--- src/rtl/sif_regfile_fwd.sv ---
// SIF slave register bank with a ready/valid forward queue of every xa write.
// The bank is read-before-write; the forward queue holds entries while the consumer is not ready.
module sif_regfile_fwd #(
  parameter int unsigned DATA_W      = 16,
  parameter int unsigned ADDR_W      = 4,
  parameter int unsigned FIFO_DEPTH  = 4,
  parameter int unsigned WA_ADDR_OFS = 0
) (
  input  logic                          clk,
  input  logic                          rst,
  input  logic                          xa_wr_s,
  input  logic                          xa_rd_s,
  input  logic [ADDR_W-1:0]             xa_addr,
  input  logic [DATA_W-1:0]             xa_data_wr,
  output logic [DATA_W-1:0]             xa_data_rd,
  output logic                          xa_rd_vld,
  output logic                          xa_full,
  output logic                          wa_wr_s,
  output logic [ADDR_W-1:0]             wa_addr,
  output logic [DATA_W-1:0]             wa_data_wr,
  input  logic                          wa_ready,
  output logic [$clog2(FIFO_DEPTH):0]   fifo_lvl,
  output logic                          ovf,
  input  logic                          ovf_clr
);

  localparam int unsigned BANK_DEPTH = 1 << ADDR_W;
  localparam int unsigned PTR_W      = $clog2(FIFO_DEPTH);
  localparam int unsigned LVL_W      = PTR_W + 1;

  typedef struct packed {
    logic [ADDR_W-1:0] addr;
    logic [DATA_W-1:0] data;
  } fwd_entry_t;

  logic [DATA_W-1:0] bank [BANK_DEPTH];
  fwd_entry_t        fifo_mem [FIFO_DEPTH];
  logic [PTR_W-1:0]  wr_ptr;
  logic [PTR_W-1:0]  rd_ptr;

  logic       fifo_empty_c;
  logic       fifo_full_c;
  logic       pop_c;
  logic       push_c;
  logic       drop_c;
  fwd_entry_t entry_in_c;
  fwd_entry_t head_c;

  // Handshake decode; a pop on a full queue frees the slot for a same-cycle push.
  always_comb begin
    fifo_empty_c    = (fifo_lvl == '0);
    fifo_full_c     = (fifo_lvl == LVL_W'(FIFO_DEPTH));
    pop_c           = !fifo_empty_c && wa_ready;
    push_c          = xa_wr_s && (!fifo_full_c || pop_c);
    drop_c          = xa_wr_s && fifo_full_c && !pop_c;
    entry_in_c.addr = xa_addr + ADDR_W'(WA_ADDR_OFS);
    entry_in_c.data = xa_data_wr;
    head_c          = fifo_empty_c ? '0 : fifo_mem[rd_ptr];
  end

  assign xa_full    = fifo_full_c;
  assign wa_wr_s    = !fifo_empty_c;
  assign wa_addr    = head_c.addr;
  assign wa_data_wr = head_c.data;

  // Register bank: always written, independent of queue state.
  always_ff @(posedge clk or posedge rst) begin
    if (rst) begin
      for (int i = 0; i < int'(BANK_DEPTH); i++) bank[i] <= '0;
    end else if (xa_wr_s) begin
      bank[xa_addr] <= xa_data_wr;
    end
  end

  // Read port samples the pre-write content of the addressed word.
  always_ff @(posedge clk or posedge rst) begin
    if (rst) begin
      xa_data_rd <= '0;
      xa_rd_vld  <= 1'b0;
    end else begin
      xa_rd_vld <= xa_rd_s;
      if (xa_rd_s) xa_data_rd <= bank[xa_addr];
    end
  end

  // Queue storage needs no reset: the head view is masked while empty.
  always_ff @(posedge clk) begin
    if (push_c) fifo_mem[wr_ptr] <= entry_in_c;
  end

  always_ff @(posedge clk or posedge rst) begin
    if (rst) begin
      wr_ptr   <= '0;
      rd_ptr   <= '0;
      fifo_lvl <= '0;
    end else begin
      if (push_c) wr_ptr <= wr_ptr + PTR_W'(1);
      if (pop_c)  rd_ptr <= rd_ptr + PTR_W'(1);
      case ({push_c, pop_c})
        2'b10:   fifo_lvl <= fifo_lvl + LVL_W'(1);
        2'b01:   fifo_lvl <= fifo_lvl - LVL_W'(1);
        default: fifo_lvl <= fifo_lvl;
      endcase
    end
  end

  // Sticky overflow; a same-cycle drop outranks the clear.
  always_ff @(posedge clk or posedge rst) begin
    if (rst) begin
      ovf <= 1'b0;
    end else if (drop_c) begin
      ovf <= 1'b1;
    end else if (ovf_clr) begin
      ovf <= 1'b0;
    end
  end

endmodule

--- config.mk ---
export PLATFORM = sky130hd
export DESIGN_NAME = sif_regfile_fwd
export DESIGN_NICKNAME = d
export VERILOG_FILES = /design/src/rtl/sif_regfile_fwd.sv
export SDC_FILE = /design/constraint.sdc
export NUM_CORES = 1
export LEC_CHECK = 0
export ABC_AREA = 1
export BUFFER_PORTS_ARGS = -buffer_cell sky130_fd_sc_hd__buf_2
export CAP_MARGIN = 20
export CORE_ASPECT_RATIO = 1.75
export CORE_MARGIN = 5
export CORE_UTILIZATION = 40
export DETAILED_ROUTE_END_ITERATION = 16
export SETUP_SLACK_MARGIN = 0.1
export SLEW_MARGIN = 25
export SYNTH_ARGS = -nofsm -noshare
export SYNTH_HDL_FRONTEND = slang
export SYNTH_SLANG_ARGS = --single-unit
--- constraint.sdc ---
create_clock -name clk -period 24.5 [get_ports clk]
set_input_delay 1.225 -clock clk [delete_from_list [all_inputs] [get_ports clk]]
set_output_delay 1.225 -clock clk [all_outputs]
set_load 0.01 [all_outputs]
==> metrics.md <==
| Metric | Value |
|---|---|
| Filler instances | `3884` |
| Port bufs | `68` |
| Placer Congestion | `0.8198` |
| CTS root buf | `clkbuf_16` |
| CTS hold repair buffers | `0` |
| Final Hold Vio Count | `0` |
| Post-DP HPWL | `27450 µm` |
| Area delta synth->final | `10.31%` |
| Pleak | `8.140 nW` |
| First-pass GRT wire length | `69550 µm` |
| Cell Area, Synth | `0.01603 mm²` |
| Via density | `5.243` |
| F_max | `244.9 MHz` |
| Syn Nets | `1925` |
| Clk slew on worst S/H paths | `0.06 ns` |
| DRC Markers | `0` |
| Initial antenna violation count | `0` |
| Status | `completed` |
| WL final | `44650 µm` |
| Starting DRT DRC Count | `875` |
| Startpoint type of the worst setup path | `register` |
| I/O pin count | `69` |
| Pwr/cell area | `99.55 mW/mm²` |
| Maximum vdd drop | `51.75 µV` |
| Max-Cap Viols | `0` |
| RSZ-0062 raised after global routing | `false` |
| CP Class | `reg2out` |
| # H-tree levels | `2` |
| Wire length per cell | `18.60 µm` |
| Drt pass-1 iters | `7` |
| CTS sink count | `361` |
| Clock latency on the worst-skew pair | `0.53 ns` |
| Clock Tree Buf Depth | `3` |
| FF+latch count, synth | `361` |
| Fraction of layout cells with a size suffix above 1 | `8.609%` |
| Row Count | `97` |
| Initial Util | `40.26%` |
| CORE AREA | `0.03981 mm²` |
| Power, Total | `1.760 mW` |
| Post-DP Area | `0.01654 mm²` |
| Worst Path Arrival | `2.86 ns` |
| Crit. End Element | `primary output` |
| Max Transition Viols Final | `0` |
| Worst-margin pin slew | `1.080 ns` |
| Ant diodes | `0` |
| Design area | `0.01768 mm²` |
| Hold Path Class | `reg2reg` |
| DIE AREA | `0.04432 mm²` |
| Routed Antenna Nets | `0` |
| Vias in the first global route | `12210` |
| Layout Utilization | `44.41%` |
| Total GRT Usage | `20.04%` |
| Final Skew | `0.01399 ns` |
| Largest net degree at the start of global routing | `135` |
| Setup violators final | `0` |
| Layout Nets | `1915` |
| Avg Cell Area, Syn | `8.466 µm²` |
| Post-CTS Setup Bufs | `0` |
| Total CTS buffers | `34` |
| Area of the multi-input gates | `0.005863 mm²` |
| Synth warn | `0` |
| Slew margin rel. | `27.94%` |
| Register area share after synthesis | `58.87%` |
| Setup TNS | `0 ns` |
| Synth Instances | `1893` |
| Crit path time final | `4.083 ns` |
| Crit-path max FO | `21` |
| CP required | `23.27 ns` |
| Netlist cell types | `26` |
| Die height | `274.8 µm` |
| TritonCTS clock tree | `done` |
| Overflow after GRT | `0` |
| Die X | `161.3 µm` |
| Vias | `12580` |
| Tcrit/Tclk final | `16.67%` |
| Number of gates resized after CTS | `0` |
| Register area | `0.009434 mm²` |
power breakdown:
part	internal (mW)	switching, mW
registers	0.747	0.0700
clock network	0.309	0.232
logic	0.144	0.258
total	1.20	0.560
per-stage QoR:
stage / std cells / hold slack [ns] / setup slack (ns)
floorplan: 1893 / 0.4527 / 15.52
global placement: 2342 / 0.4656 / 20.50
detailed placement: 2342 / 0.4729 / 20.46
CTS: 2400 / 0.4888 / 20.27
global route: 2400 / 0.5059 / 20.20
finish: 2400 / 0.4850 / 20.42
worst max-delay path: stages (launching register included):
cell and delay (ns):
dfrtp_1 0.95, inv_1 0.66, nor2_1 0.24, o21ai_0 0.10, a21oi_1 0.21, buf_2 0.17
final timing paths:
path / from / to / slack, ns / cells past startpoint
min: bank[10] / bank[10] / 0.48 / 2
max: rd_ptr[1] / wa_data_wr[15] / 20.42 / 5
max in group asynchronous: rst / bank[41] / 21.95 / 4
max reg2reg: fifo_lvl[0] / fifo_lvl[2] / 22.11 / 9
min in group asynchronous: rst / bank[148] / 0.75 / 2
min reg2reg: bank[10] / bank[10] / 0.48 / 2
per-layer routing:
| metal | share of wire [%] | track usage, % | vias to the layer above |
|---|---|---|---|
| met2 | 51 | 35.79 | 341 |
| li1 | - | - | 6077 |
| met3 | 4.2 | 1.904 | 108 |
| met4 | 6.2 | 11.41 | 0 |
| met1 | 38 | 23.49 | 6057 |
| met5 | 0 | 0 | - |
synthesized netlist by cell type, drive strengths merged:
master,instances,area (µm²)
a21oi,150,750.7
buf,70,370.4
clkbuf,61,229.0
clkinv,1,3.750
dfrtp,281,7032
edfxtp,80,2402
fa,1,20.02
ha,5,62.56
inv,40,150.2
nand2,653,2451
nand3,82,435.4
nand4,16,100.1
nor2,273,1087
nor3,4,30.03
o21ai,170,850.8
o22ai,1,6.260
xnor2,1,8.760
xor2,4,35.03
kinds of logic (layout without fill, tap and decap cells):
| group | count (synthesis) | count (layout) | share of synthesized area [%] |
|---|---|---|---|
| compound gates | 321 | 321 | 10.03 |
| xor+xnor | 5 | 5 | 0.2733 |
| fa+ha+maj | 6 | 6 | 0.5153 |
| buf+inv | 172 | 184 | 4.700 |
| flops | 361 | 361 | 58.87 |
| simple gates | 1028 | 1028 | 25.61 |
registers in the layout, indices dropped and copies added (netlist names):
signal,cells
wr_ptr,2
bank,256
xa_data_rd,16
fifo_mem,80
rd_ptr,2
ovf,1
xa_rd_vld,1
fifo_lvl,3
area by class of cell:
type                    instances  share of cell area [%]
clock buffers                  42                   5.160
repair buffers                 85                   2.739
flip-flops and latches        361                   53.37
well taps                     495                   3.503
inverters                      41                  0.9555
multi-input cells            1360                   33.17
clock inverters                16                   1.111
placed cells by master, fill, tap and decap left out, types with 2 or more instances in the layout:
master | synthesis | layout
nand2_1 | 653 | 651
dfrtp_1 | 281 | 281
nor2_1 | 262 | 258
o21ai_0 | 159 | 159
a21oi_1 | 150 | 150
nand3_1 | 80 | 80
edfxtp_1 | 80 | 80
buf_2 | 41 | 66
clkbuf_16 | 0 | 35
inv_1 | 35 | 33
nand4_1 | 16 | 16
buf_4 | 15 | 16
o21ai_1 | 11 | 11
nor2_4 | 7 | 8
nor2_2 | 4 | 7
clkbuf_1 | 61 | 6
inv_2 | 5 | 5
ha_1 | 5 | 5
xor2_1 | 4 | 4
bufinv_16 | 0 | 4
clkinv_2 | 0 | 4
nor3_2 | 2 | 3
clkinv_1 | 1 | 3
buf_6 | 0 | 3
nand3_4 | 2 | 2
inv_4 | 0 | 2
nand2_2 | 0 | 2
inv_6 | 0 | 2
clkinv_4 | 0 | 2
No activity file was read; power rests on OpenSTA's default activity.
